$ cat src/rtl/rand_range.sv
// -----------------------------------------------------------------------------
// rand_range
//
// Bounded random-number stage. On a request it draws 16-bit words from a
// free-running generator, masks each word to the smallest power-of-two span
// covering [0, limit), and rejection-samples until a value falls inside the
// range. After MAX_TRIES rejected attempts a deterministic fallback folds the
// last candidate into range, so worst-case latency is bounded. With NO_REPEAT
// set, a result equal to the previous one is rejected (except for limit 1).
//
// Parameters:
//   MAX_TRIES  maximum sampling attempts per request (1..15)
//   NO_REPEAT  1: suppress back-to-back identical results
//
// Ports:
//   clk     in   1   system clock, rising edge
//   rst_n   in   1   asynchronous active-low reset
//   rnd_in  in  16   generator word, fresh every cycle
//   req     in   1   request strobe, sampled only while ready=1
//   limit   in  16   exclusive upper bound (0 = full 65536 range)
//   ready   out  1   block is idle and will accept req
//   valid   out  1   one-cycle pulse: value/tries are new
//   value   out 16   result, held until the next valid
//   tries   out  4   attempts used for the current value
// -----------------------------------------------------------------------------
module rand_range #(
  parameter int unsigned MAX_TRIES = 8,
  parameter bit          NO_REPEAT = 1'b0
) (
  input  logic        clk,
  input  logic        rst_n,
  input  logic [15:0] rnd_in,
  input  logic        req,
  input  logic [15:0] limit,
  output logic        ready,
  output logic        valid,
  output logic [15:0] value,
  output logic [3:0]  tries
);

  typedef enum logic [1:0] {
    ST_IDLE   = 2'd0,
    ST_SAMPLE = 2'd1,
    ST_DONE   = 2'd2
  } state_t;

  localparam logic [3:0] LP_MAX_TRIES = 4'(MAX_TRIES);

  state_t      r_state;
  state_t      w_state_next;

  logic [15:0] r_lim;
  logic [15:0] r_mask;
  logic [3:0]  r_cnt;
  logic [15:0] r_value;
  logic [3:0]  r_tries;
  logic [15:0] r_last;
  logic        r_last_valid;

  logic [15:0] w_cand;
  logic [3:0]  w_attempt;
  logic        w_in_range;
  logic        w_repeat;
  logic        w_accept;
  logic        w_last_try;
  logic [15:0] w_fold;
  logic [15:0] w_fold_inc;
  logic        w_fold_repeat;
  logic [15:0] w_fallback;
  logic        w_start;
  logic        w_finish;

  // Smear the highest set bit downward: all ones from bit 0 up to the MSB of x.
  function automatic logic [15:0] span_mask(input logic [15:0] x);
    logic [15:0] m;
    m = x;
    for (int s = 1; s < 16; s = s * 2) begin
      m = m | (m >> s);
    end
    return m;
  endfunction

  // ---------------------------------------------------------------------------
  // Candidate evaluation for the current attempt
  // ---------------------------------------------------------------------------
  assign w_cand     = rnd_in & r_mask;
  assign w_attempt  = r_cnt + 4'd1;
  assign w_last_try = (w_attempt == LP_MAX_TRIES);

  // r_lim == 0 encodes the full 65536 range, where every candidate fits.
  assign w_in_range = (r_lim == 16'd0) || (w_cand < r_lim);
  assign w_repeat   = NO_REPEAT && r_last_valid && (w_cand == r_last) &&
                      (r_lim != 16'd1);
  assign w_accept   = w_in_range && !w_repeat;

  // Fallback: the mask never exceeds 2*limit-1, so one subtraction folds the
  // candidate into range. A collision with the last result is bumped by one,
  // wrapping at the limit (the 16-bit add wraps naturally for the full range).
  assign w_fold        = w_in_range ? w_cand : (w_cand - r_lim);
  assign w_fold_inc    = w_fold + 16'd1;
  assign w_fold_repeat = NO_REPEAT && r_last_valid && (r_lim != 16'd1) &&
                         (w_fold == r_last);
  assign w_fallback    = !w_fold_repeat                                ? w_fold     :
                         ((r_lim != 16'd0) && (w_fold_inc == r_lim))   ? 16'd0      :
                                                                         w_fold_inc;

  assign w_start  = (r_state == ST_IDLE) && req;
  assign w_finish = (r_state == ST_SAMPLE) && (w_accept || w_last_try);

  // ---------------------------------------------------------------------------
  // FSM: state register
  // ---------------------------------------------------------------------------
  // NOTE: the asynchronous reset sits in the sensitivity list so the block
  // returns to IDLE immediately, even with the clock stopped mid-request.
  always_ff @(posedge clk or negedge rst_n) begin
    if (!rst_n) begin
      r_state <= ST_IDLE;
    end else begin
      r_state <= w_state_next;
    end
  end

  // ---------------------------------------------------------------------------
  // FSM: next-state logic
  // ---------------------------------------------------------------------------
  // NOTE: the default assignment up front keeps every path driven, so no
  // latch is inferred when a case arm does not change state.
  always_comb begin
    w_state_next = r_state;
    case (r_state)
      ST_IDLE:   if (req)      w_state_next = ST_SAMPLE;
      ST_SAMPLE: if (w_finish) w_state_next = ST_DONE;
      ST_DONE:                 w_state_next = ST_IDLE;
      default:                 w_state_next = ST_IDLE;
    endcase
  end

  // ---------------------------------------------------------------------------
  // Datapath registers
  // ---------------------------------------------------------------------------
  // NOTE: non-blocking assignments throughout, so every register here samples
  // the pre-edge values of the others regardless of statement order.
  always_ff @(posedge clk or negedge rst_n) begin
    if (!rst_n) begin
      r_lim        <= 16'd0;
      r_mask       <= 16'd0;
      r_cnt        <= 4'd0;
      r_value      <= 16'd0;
      r_tries      <= 4'd0;
      r_last       <= 16'd0;
      r_last_valid <= 1'b0;
    end else begin
      if (w_start) begin
        r_lim  <= limit;
        // limit 0 wraps to 0xFFFF here, which is exactly the full-range mask.
        r_mask <= span_mask(limit - 16'd1);
        r_cnt  <= 4'd0;
      end

      if (r_state == ST_SAMPLE) begin
        r_cnt <= w_attempt;
      end

      if (w_finish) begin
        r_value <= w_accept ? w_cand : w_fallback;
        r_tries <= w_attempt;
      end

      if (r_state == ST_DONE) begin
        r_last       <= r_value;
        r_last_valid <= 1'b1;
      end
    end
  end

  // ---------------------------------------------------------------------------
  // Outputs
  // ---------------------------------------------------------------------------
  assign ready = (r_state == ST_IDLE);
  assign valid = (r_state == ST_DONE);
  assign value = r_value;
  assign tries = r_tries;

endmodule

$ cat config.mk
export PLATFORM = sky130hd
export DESIGN_NAME = rand_range
export DESIGN_NICKNAME = d
export VERILOG_FILES = /design/src/rtl/rand_range.sv
export SDC_FILE = /design/constraint.sdc
export NUM_CORES = 1
export LEC_CHECK = 0
export CORE_ASPECT_RATIO = 1.25
export CORE_MARGIN = 5
export CORE_UTILIZATION = 55
export CTS_CLUSTER_SIZE = 16
export DETAILED_ROUTE_END_ITERATION = 8
export PLACE_DENSITY = 0.78
export SKIP_CTS_REPAIR_TIMING = 1
export SLEW_MARGIN = 20
export SYNTH_ARGS = -nofsm -noshare
export SYNTH_HDL_FRONTEND = slang
export SYNTH_SLANG_ARGS = --single-unit
$ cat constraint.sdc
create_clock -name clk -period 6.9 [get_ports clk]
set_clock_uncertainty 0.15 [all_clocks]
set_input_delay 1.035 -clock clk [delete_from_list [all_inputs] [get_ports clk]]
set_output_delay 1.035 -clock clk [all_outputs]
set_load 0.005 [all_outputs]
* Yosys cells after proc, flatten, opt, wreduce, memory -nomap -nowiden *
Cells that the tools add are included.

word-level totals
  bits in registers = 58
  word-level logic and storage cells = 34

cells by class
  $add $sub $neg = 3
  $lt $le $gt $ge = 1
  eq/ne operators = 5
  multiplexer cells = 6
  bitwise operators = 5
  reduce and logical (&&, ||, !) cells = 8

operator list
  kind                                                 number
  AND 16 bit                                           1
  logical NOT 16 bit                                   1
  < comparator 16 bit                                  1
  two-way mux 16 bit                                   1
  bitwise OR 16 x 12 -> 16 bit                         1
  bitwise OR 16 x 14 -> 16 bit                         1
  bitwise OR 16 x 15 -> 16 bit                         1
  bitwise OR 16 x 8 -> 16 bit                          1
  subtractor 16 x 1 -> 16 bit, second input constant   1
  subtractor 16 bit                                    1
  two-way mux 4 bit                                    2
  adder 4 x 1 -> 4 bit, second input constant          1
  equality test 4 bit, second input constant           1
  two-way mux 2 bit                                    2
  != test 2 bit, second input constant                 2
  one-hot mux 2 bit (2 select lines)                   1
  equality test 2 x 1 -> 1 bit, second input constant  1
  equality test 2 bit, second input constant           1
  logical AND 1 bit                                    2
  logical NOT 2 bit                                    1
  logical OR 1 bit                                     2
  AND reduction 2 bit                                  1
  nonzero test 2 bit                                   1

* Logic depth before layout (Yosys ltp) *
  depth after elaboration = 7
  gate-level depth with buffers = 12
  mapped depth without buffers = 12

* Least setup slack after synthesis *
Ideal clock, no wire load.

  path type = input to register
  start = input rnd_in[0]
  end = register r_value[14], in the netlist value[14]
  setup time = 0.126 ns
  arrival = 3.232 ns
  slack = 3.392 ns
  stages on the path = 12
  cell sequence = and2_1 > inv_1 > ha_1 > inv_1 > fa_1 > a211oi_1 > o21ai_0 > and3_1 > o21a_1 > buf_2 > and2_0 > a221o_1

between the ends
  word-level cells in the longest chain between the ends = 5

ends and longest elaborated chain
  item                  line  RTL
  from (decl)           32    input logic [15:0] rnd_in,
  AND 16 bit (*)        86    assign w_cand = rnd_in & r_mask;
  < comparator 16 bit   91    assign w_in_range = (r_lim == 16'd0) || (w_cand < r_lim);
  logical OR 1 bit      91
  logical OR 1 bit      108   assign w_finish = (r_state == ST_SAMPLE) && (w_accept || w_last_try);
  logical AND 1 bit     108
  to (signal assigned)  165   r_value <= w_accept ? w_cand : w_fallback;
  to (decl)             55    logic [15:0] r_value;

Every way passes the cells marked *; elsewhere a longest branch is shown, timed or not.
A chain may end at the register's enable or synchronous reset.

* Worst setup path after layout *
  start = input rnd_in[0]
  end = register r_value[5], in the netlist value[5]

The elaborated chain is that of the path after synthesis.

==> results.md <==
| Stage | Item | Value |
|---|---|---|
| timing | Part of the cycle the worst path needs | 0.584 |
| grt | Number of global-route vias before repair | 3247 |
| finish | Final std cell area, no fill | 4620 um^2 |
| place | Routability congestion estimate from global placement | 0.894 |
| setup path | Path type of the worst setup path | in2reg |
| synthesis | XOR/XNOR share of the synthesized area | 0.0543 |
| timing | Setup violations, final | 0 |
| drt | Total number of vias | 3406 |
| floorplan | Total Die Area | 8780 um^2 |
| cts | Clock buffer depth | 2 |
| power and ir drop | Power density cells | 390 nW/um^2 |
| setup path | Critical Path Sink Type | flip-flop |
| drt | Wire length per cell | 16.0 um |
| setup path | Nature of the critical path startpoint | input port |
| setup path | Critical path peak fanout | 15 |
| synthesis | Share of synthesized area spent on multiplexers | 0.00292 |
| setup path | Critical path required time | 6.98 ns |
| cts | Clock edge transition at the registers on the reported setup and hold paths | 0.06 ns |
| synthesis | Compound-gate portion of the synthesized area | 0.212 |
| synthesis | Count of flip-flops with a built-in enable after synthesis | 0 |
| synthesis | Post-synthesis async set-or-reset flop share | 1.00 |
| floorplan | Horizontal extent of the die | 84.8 um |
| grt | Number of antenna violations at the first check in global routing | 0 |
| synthesis | Distinct cells, synth | 65 |
| synthesis | Largest family of logic cells by synthesized area | simple AND/OR/NAND/NOR gates |
| synthesis | Prevailing post-synth register cell | dfrtp_1 |
| floorplan | Die Ht | 104 um |
| drt | Total detailed-routing wirelength | 9340 um |
| synthesis | Post-synthesis sequential element count | 58 |
| setup path | Arr. time, crit path | 4.11 ns |
| synthesis | Total nets after synthesis | 490 |
| floorplan | Number of primary I/O pins | 57 |
| grt | Gr usage total | 0.220 |
| synthesis | Adder-cell area share of the yosys netlist | 0.0669 |
| drt | Number of vias per cell | 5.84 |
| cts | CTS tree | built |
| flow run | Max-capacitance violation count | 0 |
| finish | Area of combinational cells with multiple inputs | 2190 um^2 |
| finish | Filler cells | 614 |
| drt | Residual antenna-violating net count after detailed routing | 0 |
| run status | Outcome | finished clean |
| drt | Remaining routing DRC violations | 0 |
| grt | Remaining global-route overflow | 0 |
| synthesis | Post-Synthesis Mean Instance Area | 8.85 um^2 |
| cts | Number of buffers added by the clock tree synthesis step | 9 |
| worst hold path | Worst min path class | reg2reg |
| cts | Library cell used as clock root buffer | clkbuf_8 |
| floorplan | Core region area | 6890 um^2 |
| finish | Final antenna diode count | 0 |
| floorplan | Starting utilization of the core area | 0.559 |
| timing | RSZ-0062 raised after global routing | no |
| cts | CTS Sinks | 58 |
| timing | Final count of hold timing violations | 0 |
| timing | Max-slew violation count | 0 |
| place | Placement Cell Area | 4450 um^2 |
| power and ir drop | Leak | 1.92 nW |
| place | Total half-perimeter wirelength after legalization and detailed placement | 7190 um |
| timing | Shortest period the worst path allows | 4.03 ns |
| synthesis | Sequential element share of the synthesized area | 0.377 |
| timing | Achievable frequency | 248 MHz |
| drt | Drt initial violations | 173 |
| timing | Final sum of negative setup slack | 0 ns |
| grt | Wire length of the first global-routing pass | 15700 um |
| drt | 1st-pass router iterations | 5 |
| finish | FF/Latch Area | 1450 um^2 |
| finish | Share of post-route cells with drive strength above 1 | 0.0730 |
| cts | Clock latency at the later pin of the worst-skew pair | 0.34 ns |
| synthesis | Simple-Gate Fraction of Synth Area | 0.232 |
| finish | Count of nets after finishing | 544 |
| synthesis | Post-synthesis instance area | 3850 um^2 |
| floorplan | Number of placement rows | 34 |
| finish | Area added between synthesis and finish | 19.9% |
| grt | Maximum number of pins on one net before global-route repair | 59 |
| place | IO Port Bufs | 56 |
| timing | Relative slew slack | 0.355 |
| synthesis | Cell count after synthesis | 435 |
| cts | H-Tree Depth | 3 |
| power and ir drop | Max rail drop VDD | 175 uV |
| synthesis | Ys Warns | 0 |
| timing | Slew at the pin closest to its max-slew limit | 0.966 ns |
==> area by class of cell <==
cell class	count	area share
Clock buffer	12	0.0336
Timing Repair Buffer	58	0.124
Tap cell	90	0.0244
Multi-Input combinational cell	329	0.474
Inverter	33	0.0268
Clock inverter	3	0.00325
Sequential cell	58	0.314
==> flip-flops by register name, summed over array words and instances (netlist names) <==
signal,flops
r_lim,16
r_mask,16
value,16
r_cnt,4
tries,4
r_state,2
==> power breakdown <==
group / switching [mW] / total [mW] / internal [mW] / leakage [nW]
Clock: 0.128 / 0.274 / 0.146 / 0.0920
Combinational: 0.530 / 0.981 / 0.451 / 1.16
Sequential: 0.0788 / 0.544 / 0.465 / 0.664
==> per-layer routing <==
metal  track usage  wire [um]  vias up
li1              -          -     1665
met1         0.285       4050     1610
met2         0.365       4640      115
met3        0.0318        445       16
met4        0.0928        204        0
met5             0          0        -
==> worst max-delay path, cell delays in order <==
cell and delay (ns):
clkdlybuf4s50_1 0.45, and2_1 0.14, inv_1 0.05, ha_1 0.18, inv_1 0.07, fa_1 0.22
a211oi_1 0.10, o21ai_0 0.47, nand3_1 0.24, a211oi_2 0.84, a2bb2oi_1 0.17, o31a_1 0.15
==> placed cells by master, fill, tap and decap left out, types with 6 or more instances in the layout <==
cell	instances
a21oi_1	20
clkbuf_8	11
nand2b_1	7
inv_1	33
nor4_1	7
o21ai_0	34
a31oi_1	7
nor2_1	38
a21o_1	7
nand3_1	8
dfrtp_1	58
nor3_1	10
a221oi_1	6
ha_1	19
xor2_1	8
xnor2_1	14
a221o_1	7
clkdlybuf4s50_1	55
and2_1	20
nand2_1	45
==> Yosys cell counts (all sizes together) (2+ instances only) <==
library cell,number,share of area
nor3b,3,0.0058
a2bb2oi,2,0.0046
nand2b,7,0.011
a21o,7,0.014
nor4,9,0.018
o221ai,2,0.0062
o21a,4,0.0078
a211oi,6,0.013
a31oi,7,0.011
nor3,12,0.021
nor2b,3,0.0049
and4,2,0.0046
nand3,9,0.013
nor2,38,0.037
a21boi,2,0.0049
and2,22,0.036
xor2,8,0.018
nand4,2,0.0032
dfrtp,58,0.38
nand2,45,0.044
o31a,2,0.0046
a22o,2,0.0049
a21oi,20,0.026
clkbuf,7,0.0068
a221o,7,0.018
or3,2,0.0032
ha,19,0.062
inv,33,0.032
a31o,2,0.0046
o21ai,36,0.047
buf,8,0.016
o211ai,2,0.0039
a41oi,5,0.011
and3,2,0.0032
xnor2,15,0.036
a221oi,6,0.014
nand3b,5,0.0098
==> metrics by stage <==
| stage | instances | setup slack, ns | power (mW) | utilization | hold WS (ns) |
|---|---|---|---|---|---|
| global route | 583 | 2.69 | 1.94 | 0.670 | 0.376 |
| global placement | 568 | 2.65 | 1.49 | 0.645 | 0.311 |
| floorplan | 435 | 3.39 | 1.20 | - | 0.297 |
| CTS | 583 | 2.93 | 1.80 | 0.670 | 0.341 |
| detailed placement | 568 | 2.59 | 1.52 | 0.645 | 0.327 |
| finish | 583 | 2.87 | 1.80 | 0.670 | 0.331 |
==> kinds of logic (layout without fill, tap and decap cells) <==
logic type	after synthesis	in the layout
AOI/OAI and AO/OA	118	118
xor gates and xnor gates	23	23
adders and majority gates	20	20
buffers and inverters	48	106
DFF	58	58
muxes	1	1
and+or+nand+nor	167	167
==> worst paths after layout <==
path,start,endpoint,slack (ns),cells past startpoint
setup / recovery,rnd_in[0],value[5]$_DFFE_PN0P_,2.87,12
hold / removal,r_mask[15]$_DFFE_PN0P_,r_mask[15]$_DFFE_PN0P_,0.33,2
setup reg to reg,r_mask[0]$_DFFE_PN0P_,value[5]$_DFFE_PN0P_,3.64,11
hold reg to reg,r_mask[15]$_DFFE_PN0P_,r_mask[15]$_DFFE_PN0P_,0.33,2
max in group asynchronous,rst_n,r_lim[2]$_DFFE_PN0P_,5.44,2
min in group asynchronous,rst_n,value[6]$_DFFE_PN0P_,0.68,2
No activity file was read; power rests on OpenSTA's default activity.
